`src/rtl/fetch_unit.sv`:
```
// fetch_unit: instruction fetch stage in front of a combinational instruction ROM.
// Owns the program counter, registers the ROM word into InstReg, sequences
// start/halt, applies absolute and PC-relative branches with a one-cycle
// bubble, and freezes on downstream stall.
// Optional feature macro: FETCH_CYCLE_COUNT_EN (execution cycle counter).
module fetch_unit #(
    parameter int             D       = 8,
    parameter int             C       = 9,
    parameter logic [C-1:0]   HALT_OP = {C{1'b1}}
) (
    input  logic          Clk,
    input  logic          Reset,
    input  logic          Start,
    input  logic          Stall,
    input  logic          BranchEn,
    input  logic          BranchAbs,
    input  logic [D-1:0]  BranchTarget,
    input  logic [C-1:0]  InstIn,
    output logic [D-1:0]  ProgCtr,
    output logic [C-1:0]  InstReg,
    output logic          InstValid,
    output logic          Done,
    output logic [15:0]   CycleCount
);

    typedef enum logic [1:0] {S_IDLE, S_FETCH, S_HALT} state_t;

    localparam logic [D-1:0] PC_ONE = {{(D-1){1'b0}}, 1'b1};

    state_t        r_state, w_state_nxt;
    logic [D-1:0]  r_pc, w_pc_nxt;
    logic [C-1:0]  r_ir, w_ir_nxt;
    logic          r_vld, w_vld_nxt;
    logic          r_done, w_done_nxt;

    // Start only matters outside FETCH; it relaunches from address 0
    logic          w_start;
    // Live fetch edge: in FETCH and not frozen by the downstream stall
    logic          w_adv;
    logic          w_halt_hit;

    assign w_start    = (r_state != S_FETCH) && Start;
    assign w_adv      = (r_state == S_FETCH) && !Stall;
    assign w_halt_hit = w_adv && !BranchEn && (InstIn == HALT_OP);

    // State register
    always_ff @(posedge Clk or posedge Reset) begin
        if (Reset) r_state <= S_IDLE;
        else       r_state <= w_state_nxt;
    end

    // Next-state logic
    always_comb begin
        w_state_nxt = r_state;
        case (r_state)
            S_IDLE, S_HALT: if (Start)      w_state_nxt = S_FETCH;
            S_FETCH:        if (w_halt_hit) w_state_nxt = S_HALT;
            default:                        w_state_nxt = S_IDLE;
        endcase
    end

    // Datapath next values; a taken branch beats a halt word in the same cycle.
    // Relative offsets are taken from the branching instruction, which sits at PC-1.
    always_comb begin
        w_pc_nxt   = r_pc;
        w_ir_nxt   = r_ir;
        w_vld_nxt  = r_vld;
        w_done_nxt = r_done;
        if (w_start) begin
            w_pc_nxt   = '0;
            w_vld_nxt  = 1'b0;
            w_done_nxt = 1'b0;
        end else if (w_adv) begin
            if (BranchEn) begin
                w_pc_nxt  = BranchAbs ? BranchTarget : (r_pc - PC_ONE + BranchTarget);
                w_vld_nxt = 1'b0;
            end else if (w_halt_hit) begin
                w_vld_nxt  = 1'b0;
                w_done_nxt = 1'b1;
            end else begin
                w_ir_nxt  = InstIn;
                w_vld_nxt = 1'b1;
                w_pc_nxt  = r_pc + PC_ONE;
            end
        end
    end

    // Datapath registers
    always_ff @(posedge Clk or posedge Reset) begin
        if (Reset) begin
            r_pc   <= '0;
            r_ir   <= '0;
            r_vld  <= 1'b0;
            r_done <= 1'b0;
        end else begin
            r_pc   <= w_pc_nxt;
            r_ir   <= w_ir_nxt;
            r_vld  <= w_vld_nxt;
            r_done <= w_done_nxt;
        end
    end

    assign ProgCtr   = r_pc;
    assign InstReg   = r_ir;
    assign InstValid = r_vld;
    assign Done      = r_done;

`ifdef FETCH_CYCLE_COUNT_EN
    logic [15:0] r_cnt;

    // Count every FETCH edge (stalled ones too), saturating; cleared by Start
    always_ff @(posedge Clk or posedge Reset) begin
        if (Reset)                                   r_cnt <= '0;
        else if (w_start)                            r_cnt <= '0;
        else if (r_state == S_FETCH && r_cnt != 16'hFFFF) r_cnt <= r_cnt + 16'd1;
    end

    assign CycleCount = r_cnt;
`else
    assign CycleCount = '0;
`endif

endmodule
```
`config.mk`:
```
export PLATFORM = sky130hd
export DESIGN_NAME = fetch_unit
export DESIGN_NICKNAME = d
export VERILOG_FILES = /design/src/rtl/fetch_unit.sv
export SDC_FILE = /design/constraint.sdc
export NUM_CORES = 1
export LEC_CHECK = 0
export CORE_UTILIZATION = 42
export CTS_CLUSTER_DIAMETER = 60
export CTS_CLUSTER_SIZE = 12
export DETAILED_ROUTE_END_ITERATION = 6
export PLACE_DENSITY_LB_ADDON = 0.12
export SETUP_SLACK_MARGIN = 0.1
export SLEW_MARGIN = 5
export SYNTH_ARGS = -nofsm -noshare
export SYNTH_HDL_FRONTEND = slang
export SYNTH_SLANG_ARGS = --single-unit
```
`constraint.sdc`:
```
create_clock -name Clk -period 1.91 [get_ports Clk]
set_input_delay 0.573 -clock Clk [delete_from_list [all_inputs] [get_ports Clk]]
set_output_delay 0.573 -clock Clk [all_outputs]
set_load 0.02 [all_outputs]
```
==> run metrics <==
CTS Buffer Depth=2; Post-Syn Area=0.00178 mm²; DR vias=1645; largest net degree at the start of global routing=22; vias in the first global route=1572; worst-case vdd ir drop=0.000516 V; Die X=67.1 µm; post-synth top area cell=dfrtp_1; layout cells sized above 1=42.5%; mean cell area of the mapped netlist=9.14 µm²; final-report hold violation count=0; synth-to-layout area growth=56.5%; TritonRoute pass-1 iters=4; CTS tree=yes; Post-synth EDFFs=0; sequential area share after synthesis=29.5%; Buffers on Ports=41; total power=0.00250 W; Num Clock Sinks=21; die area=0.00451 mm²; # diodes=0; # rows=23; Setup Skew=0.00204 ns; Placeable Area=0.00403 mm²; clock buffer count from CTS=3; Synth area leaders=dfrtp_1 29%, ha_1 9.8%, mux2_4 7.6%; Crit path required time=2.07 ns; CP Class=reg -> reg; failing checks=setup timing; FF+latch count, synth=21; DP Area=0.00252 mm²; crit path max fanout=3; initial core utilization=44.2%; initial antenna violation count=0; Layout Utilization=69.2%; Cell Pwr Density=896 mW/mm²; final net count=326; post-route setup slack=-0.139 ns; Detail Route Antenna Nets=0; final period utilization=107%; Clock Tree Root=clkbuf_8; Finished Cell Area=0.00279 mm²; Overall Global Routing Usage=21.1%; drt drc=0; vias per cell=4.88; Synth top area share=29.5%; Synth Warn #=0; TNS Setup=-0.385 ns; max-cap viol count=0; Post-CTS Hold Fix Bufs=0; Slew Limit Fails=0; status=complete, but fails checks; P_leak=1.45 nW; CTS HTree Levels=1; hpwl dp=3170 µm; max frequency=0.488 GHz; Syn Inst Count=195; Post-synth top flop=dfrtp_1; DIE HEIGHT=67.1 µm; DR iter-0 viols=55; Worst Path Arrival=2.21 ns; post-synth cell types=42; GP Congestion=0.795; drt wl/cell=12.6 µm; Finish-stage setup viols=5; worst-skew pair later-pin latency=0.26 ns; clock-pin slew on the worst setup and hold paths=0.08 ns; Worst setup EP type=register; Final min period=2.05 ns; Worst Setup Start Kind=register; global-route wire length before repair=7130 µm; RSZ-0062 raised after global routing=yes; grt ovf=0; HP Class=reg -> reg; Hold Slack=0.506 ns; most common cell in the netlist=inv_1; I/O pin count=58; FFs w/ async S/R, synth=100%; most frequent cells after synthesis=30 x inv_1, 21 x dfrtp_1, 16 x buf_4; WL final=4250 µm
==> sequential cells by signal (all words and copies together) (netlist names) <==
signal     flops
ProgCtr        8
r_state        2
InstValid      1
Done           1
InstReg        9
==> worst max-delay path, cell delays in order, from the launching register on <==
cell	delay (ns)
dfrtp_2	0.41
inv_2	0.06
ha_4	0.19
inv_4	0.05
ha_4	0.12
inv_2	0.03
fa_2	0.36
nor2b_4	0.17
o31ai_4	0.07
a31o_2	0.24
a22o_1	0.22
==> layout by cell type, fill, tap and decap left out, types with 3 or more instances in the layout <==
cell type and n:
a22o_1 3, o21ai_0 5, nor2b_1 3, buf_2 4
inv_1 16, mux2_4 9, conb_1 16, nand2b_4 3
dlymetal6s2s_1 5, o22ai_1 3, a21o_1 4, a21oi_1 4
mux2i_1 5, clkdlybuf4s50_1 4, clkbuf_2 4, dfrtp_1 20
dlygate4sd2_1 19, nand3_1 3, buf_4 47, o21ai_1 3
clkdlybuf4s15_1 3, ha_4 9, inv_2 12, ha_1 4
a211oi_1 3, buf_6 5, clkbuf_8 3, nand2_1 10
nor2_1 14
==> area by class of cell <==
class / instances / area, µm²
Clock inverter: 1 / 5.00
Clock buffer: 3 / 41.3
Tap cell: 50 / 62.6
Timing Repair Buffer: 92 / 768
Multi-Input combinational cell: 140 / 1260
Sequential cell: 21 / 527
Fill cell: 341 / 1240
Inverter: 30 / 123
==> through the flow <==
stage	setup slack, ns	cells
after global routing	-0.202	337
final	-0.139	337
after detailed placement	-0.924	320
after CTS	-0.148	336
after floorplan	-0.209	210
after global placement	-0.873	320
==> cell families after synthesis <==
group	synth area share [%]
compound gates	17.4
xor+xnor	1.97
fa+ha+maj	11.0
buf+inv	15.2
flops	29.5
mux	10.4
other cells	0.210
simple gates	14.3
==> where the power goes <==
| part | internal [W] | switching (W) |
|---|---|---|
| Sequential | 0.000519 | 0.0000462 |
| Clock | 0.000146 | 0.000148 |
| Combinational | 0.000855 | 0.000783 |
==> metal layers <==
metal  part of all wire [%]  global-route usage [%]
met1                     47                    29.4
met4                   0.85                    4.79
met5                      0                       0
met3                    5.7                    3.38
met2                     46                    34.1
==> path summary, 6_finish.rpt <==
| kind | from | to | slack [ns] | cells past startpoint |
|---|---|---|---|---|
| max in group asynchronous | Reset | ProgCtr[1]$_DFFE_PP0P_ | 1.04 | 3 |
| min reg2reg | InstReg[1]$_DFFE_PP0P_ | InstReg[1]$_DFFE_PP0P_ | 0.51 | 1 |
| min | InstReg[1]$_DFFE_PP0P_ | InstReg[1]$_DFFE_PP0P_ | 0.51 | 1 |
| max | ProgCtr[1]$_DFFE_PP0P_ | ProgCtr[5]$_DFFE_PP0P_ | -0.14 | 10 |
| max reg2reg | ProgCtr[1]$_DFFE_PP0P_ | ProgCtr[5]$_DFFE_PP0P_ | -0.14 | 10 |
| min in group asynchronous | Reset | Done$_DFFE_PP0P_ | 0.64 | 3 |
==> what timing repair did <==
action                     in CTS  in global routing
pin swaps                      27                 13
setup endpoints to repair      35                 18
cloned                          1                  0
gates resized for setup        84                 24
setup buffers                  11                  1
(Power assumes the default switching activity.)
==> RTL change 1: new RTL, config.mk and constraints unchanged <==
The option `FETCH_CYCLE_COUNT_EN` is turned on by a define.
--- a/src/rtl/fetch_unit.sv
+++ b/src/rtl/fetch_unit.sv
@@ -3,6 +3,8 @@
 // start/halt, applies absolute and PC-relative branches with a one-cycle
 // bubble, and freezes on downstream stall.
 // Optional feature macro: FETCH_CYCLE_COUNT_EN (execution cycle counter).
+`define FETCH_CYCLE_COUNT_EN
+
 module fetch_unit #(
     parameter int             D       = 8,
     parameter int             C       = 9,
Check against the original RTL: not equivalent (a bounded check fails within 4 cycles, from zero or initial values and one cycle with Reset high).
==> RTL change 1 against the unedited design <==
- core utilization hardly changed
- the run still ends with negative setup slack left
- wire length is 39% higher
- design area is 30% higher
- worst hold slack worse by 0.0057 ns
- count of clock-buffer cells in the layout is 3 higher
- synthesized area is 32% higher
- largest cell class unchanged
- worst setup slack worse by 0.19 ns
- power is 55% higher
- sequential cell count is 16 higher
==> RTL change 1: results (changes against the unedited design) <==
| Metric | Value |
|---|---|
| Status | finished, violations left |
| Violated checks | negative setup slack |
| Final setup margin | -0.332 ns (-0.193 ns) |
| Fillcell total | 435 (+28%) |
| Switching Share | 41.1% (+2.0 points) |
| First-pass GRT wire length | 10300 um (+44%) |
| Synth top area cells | dfrtp_1 39%, ha_1 8.0%, inv_1 4.8% |
| Vias per cell | 5.23 (+7.1%) |
| Vias in the first global route | 2239 (+42%) |
| Distinct cells, synth | 49 (+17%) |
| Hold Path Sink | r_state[1] |
| Maximum number of pins on one net before global-route repair | 38 (+73%) |
| Reg2Reg Capture Point | ProgCtr[7] |
| Fraction of layout cells with a size suffix above 1 | 33.1% (-9.4 points) |
| Static leakage | 1.66 nW (+15%) |
| Dpl cell area | 3330 um2 (+32%) |
| Worst EP arrival | 2.41 ns (+0.20 ns) |
| Initial DRC count | 88 (+60%) |
| Seq/Total Area, Yosys | 39.4% (+9.9 points) |
| Nets | 398 (+22%) |
| Post-synth top cells | 37 x dfrtp_1, 30 x inv_1, 29 x nor2_1 |
| Max reg flops | 16 (+7) |
| Port Buffers | 57 (+39%) |
| Min Hold Slack | 0.500 ns (-0.00570 ns) |
| Worst-case vdd ir drop | 708 uV (+37%) |
| Worst Skew | 0.00724 ns (+0.00520 ns) |
| Final setup viols | 3 (-2) |
| DP Wirelength | 4190 um (+32%) |
| Worst R2R Path Depth | 12 (+2) |
| Detailed-route wire length per cell | 13.7 um (+8.8%) |
| Total GRT Usage | 21.8% (+0.74 points) |
| HP Start | r_state[1] |
RTL change 1: layer usage:
layer  vias up  routed length [um]  global-route usage, %
met2        54                2750                   34.6
met5         -                   0                      0
met3         6                 281                   4.40
met1      1087                2790                   29.6
met4         0                  60                   7.50
li1       1096                   -                      -
RTL change 1: logic make-up after synthesis:
kind of cell | after synthesis | share of synthesized area (%)
buf+inv | 36 | 6.22
mux | 10 | 5.43
simple gates | 94 | 19.9
xor+xnor | 16 | 5.96
fa+ha+maj | 16 | 8.83
compound gates | 50 | 14.3
flops | 37 | 39.4
RTL change 1: layout make-up:
type / instances / area share (%)
inverter: 30 / 3.31
sequential: 37 / 25.6
clock buffer: 6 / 2.28
multi-input combinational: 186 / 42.3
tap: 70 / 2.42
clock inverter: 1 / 0.207
timing repair buffer: 99 / 23.9
RTL change 1: worst max-delay path by stage:
stage | from | endpoint | slack (ns) | depth (start not counted)
finish | ProgCtr[1] | ProgCtr[7] | -0.33 | 12
global route | ProgCtr[1] | ProgCtr[7] | -0.41 | 12
CTS | ProgCtr[1] | ProgCtr[7] | -0.32 | 12
detailed placement | BranchTarget[1] | ProgCtr[7] | -1.11 | 13
global placement | BranchTarget[1] | ProgCtr[7] | -1.02 | 13
floorplan | BranchTarget[1] | ProgCtr[7] | -0.33 | 12
RTL change 1: per-stage QoR:
step                cells  utilization (%)  setup slack, ns  setup TNS, ns
CTS                   429             68.4           -0.319         -0.781
floorplan             259                -           -0.332          -1.08
global route          429             69.2           -0.413          -1.18
global placement      416             63.5            -1.02         -10.05
detailed placement    416             63.5            -1.11         -10.73
finish                429             69.2           -0.332         -0.814
RTL change 1: repair_timing:
item	in CTS	in global routing
setup endpoints to repair	53	17
buffers inserted	6	0
pin swaps	36	6
resized for setup	119	11
RTL change 1: critical path, stage by stage, from the launching register on:
cell     delay, ns
dfrtp_2       0.41
inv_2         0.09
ha_4          0.20
inv_2         0.06
ha_4          0.14
inv_2         0.04
fa_2          0.35
nor2b_4       0.14
o31a_1        0.17
mux2i_1       0.20
o21ai_1       0.10
xnor2_1       0.16
o21ai_1       0.08
RTL change 1: power groups by stage:
stage / sequential, W / clock, W / combinational, W
after floorplan: 0.00150 / 0 / 0.000848
after global placement: 0.00125 / 0 / 0.00192
after detailed placement: 0.00125 / 0 / 0.00195
after CTS: 0.00124 / 0.000576 / 0.00203
after global routing: 0.00128 / 0.000613 / 0.00227
final: 0.00124 / 0.000561 / 0.00208
==> RTL change 2: new RTL, config.mk and constraints unchanged <==
Without the edit above. Take the reset off `r_pc` and `r_ir` and load them in a clocked block of their own.
--- a/src/rtl/fetch_unit.sv
+++ b/src/rtl/fetch_unit.sv
@@ -88,16 +88,17 @@
     // Datapath registers
     always_ff @(posedge Clk or posedge Reset) begin
         if (Reset) begin
-            r_pc   <= '0;
-            r_ir   <= '0;
             r_vld  <= 1'b0;
             r_done <= 1'b0;
         end else begin
-            r_pc   <= w_pc_nxt;
-            r_ir   <= w_ir_nxt;
             r_vld  <= w_vld_nxt;
             r_done <= w_done_nxt;
         end
+    end
+
+    always_ff @(posedge Clk) begin
+        r_pc <= w_pc_nxt;
+        r_ir <= w_ir_nxt;
     end
 
     assign ProgCtr   = r_pc;
Check against the original RTL: differs if Reset is asserted again (counterexample within 4 cycles, from zero or initial values and one cycle with Reset high); with Reset held inactive, the same outputs for 10 cycles.
==> RTL change 2 against the unedited design <==
- the run still ends with negative setup slack left
- synthesized area shrank 8.7%
- sequential cell count is the same
- design area shrank 5.7%
- worst setup slack lost 0.16 ns
- power grew 18%
- first-iteration DRC count grew 20%
- clock skew shrank 0.0012 ns
- wire length shrank 2.2%
- critical path type is now input pin to flip-flop
- critical endpoint is now ProgCtr[5]
- highest routed layer unchanged
==> RTL change 2: results (changes against the unedited design) <==
| Metric | Value |
|---|---|
| Initial antenna violation count | 0 (unchanged) |
| Total negative setup slack | -0.691 ns (-0.306 ns) |
| Initial DRC count | 66 (+20%) |
| Ant. Diodes | 0 (unchanged) |
| Total number of vias | 1584 (-3.7%) |
| Distinct cells, synth | 44 (+4.8%) |
| Worst R2R Start | ProgCtr[1] |
| H-tree levels | 1 (unchanged) |
| Routed WL | 4150 um (-2.2%) |
| Maximum number of pins on one net before global-route repair | 12 (-45%) |
| Min Hold Slack | 0.493 ns (-0.0126 ns) |
| Synth Flop Type | edfxtp_1 |
| Reg2reg setup slack | -0.27 ns (-0.13 ns) |
| Dpl ws | -1.06 ns (-0.132 ns) |
| Hold Path Class | input pin to async pin |
| Longest Clk Path Bufs | 2 (unchanged) |
| Worst R2R Path Depth | 10 (unchanged) |
| Clk_lat worst skew | 0.26 ns (about the same) |
| Final setup margin | -0.297 ns (-0.158 ns) |
| Clock root cell | clkbuf_8 |
| Worst-path fanout max | 2 (-1) |
| Post-synth ARST share | 19.0% (-81 points) |
| Total GRT Usage | 20.9% (-0.18 points) |
| Reg2Reg Capture Point | ProgCtr[5] |
| DP Wirelength | 3120 um (-1.7%) |
| Worst EP arrival | 2.37 ns (+0.16 ns) |
| Post-synth top cells | 30 x inv_1, 18 x buf_4, 14 x ha_1 |
| Worst Skew | 0.000891 ns (-0.00115 ns) |
| Status | finished, violations left |
| First-pass GRT wire length | 6690 um (-6.2%) |
| Pre-antenna DRT Iters | 4 (unchanged) |
| Seq/Total Area, Yosys | 32.6% (+3.1 points) |
| Worst-case vdd ir drop | 835 uV (+62%) |
| Synth top area cells | edfxtp_1 17%, ha_1 11%, dfxtp_1 9.8% |
| Fraction of layout cells with a size suffix above 1 | 40.1% (-2.4 points) |
| Violated checks | negative setup slack |
| CTS buffer count | 3 (unchanged) |
| GPL Wtd Cong | 0.832 (+4.7%) |
| EDFF count, synth | 9 (+9) |
| Hold_buf cts | 0 (unchanged) |
| Nets | 306 (-6.1%) |
| Vias in the first global route | 1538 (-2.2%) |
| Final setup viols | 5 (unchanged) |
| Port Buffers | 41 (unchanged) |
| Synth warn | 0 (unchanged) |
| Max reg flops | 9 (unchanged) |
| Clock-pin slew on the worst setup and hold paths | ~0.070 ns |
| Static leakage | 1.20 nW (-18%) |
## RTL change 2: worst max-delay path by stage
stage | start | endpoint | slack (ns) | cells after the start
3_3_place_gp | BranchTarget[1] | ProgCtr[5] | -1.00 | 11
4_1_cts | BranchTarget[1] | ProgCtr[5] | -0.29 | 11
3_5_place_dp | BranchTarget[1] | ProgCtr[5] | -1.06 | 11
6_report | BranchTarget[1] | ProgCtr[5] | -0.30 | 11
5_1_grt | ProgCtr[1] | ProgCtr[5] | -0.40 | 10
2_1_floorplan | BranchTarget[1] | ProgCtr[5] | -0.34 | 10
## RTL change 2: what timing repair did
action / in CTS / in global routing
hold endpoints to repair: 0 / 0
gates cloned: 0 / 0
buffers inserted: 3 / 3
pin swaps: 28 / 26
resized for setup: 54 / 23
endpoints found under the setup margin: 29 / 9
## RTL change 2: cells by family after synthesis
group	after synthesis	share of synthesized area [%]
AO/OA/AOI/OAI	38	16.4
XOR/XNOR	6	3.23
adder cells (fa/ha/maj)	15	12.0
buffers and inverters	50	15.8
flip-flops	21	32.6
multiplexers	6	4.00
other	1	0.231
AND/OR/NAND/NOR	45	15.7
## RTL change 2: final cells by class
cell class	count	area, um2
Sequential cell	21	534
Clock buffer	4	45.0
Timing Repair Buffer	86	733
Fill cell	284	1060
Inverter	30	125
Tap cell	48	60.1
Multi-Input combinational cell	126	1130
## RTL change 2: power breakdown
group / switching [W] / internal, W
logic: 0.000970 / 0.00107
registers: 0.0000539 / 0.000556
clock network: 0.000140 / 0.000149
total: 0.00116 / 0.00177
## RTL change 2: critical path: stages
cell	delay, ns
buf_8	0.09
inv_8	0.03
ha_4	0.25
inv_2	0.04
ha_4	0.15
fa_2	0.36
a21o_1	0.21
a21oi_2	0.14
xnor2_1	0.12
o221ai_1	0.13
a221oi_1	0.29
## RTL change 2: routing by layer
metal | GRT usage, % | share of wire (%) | up-vias
met4 | 10.3 | 1.8 | 0
met5 | 0 | 0 | -
met3 | 3.57 | 4.2 | 6
met2 | 36.7 | 53 | 51
met1 | 24.4 | 41 | 755
li1 | - | - | 772
## RTL change 2: through the flow
stage / area (um2) / cells
2_1_floorplan: 1810 / 197
3_3_place_gp: 2420 / 305
3_5_place_dp: 2420 / 305
4_1_cts: 2530 / 312
5_1_grt: 2630 / 315
6_report: 2630 / 315
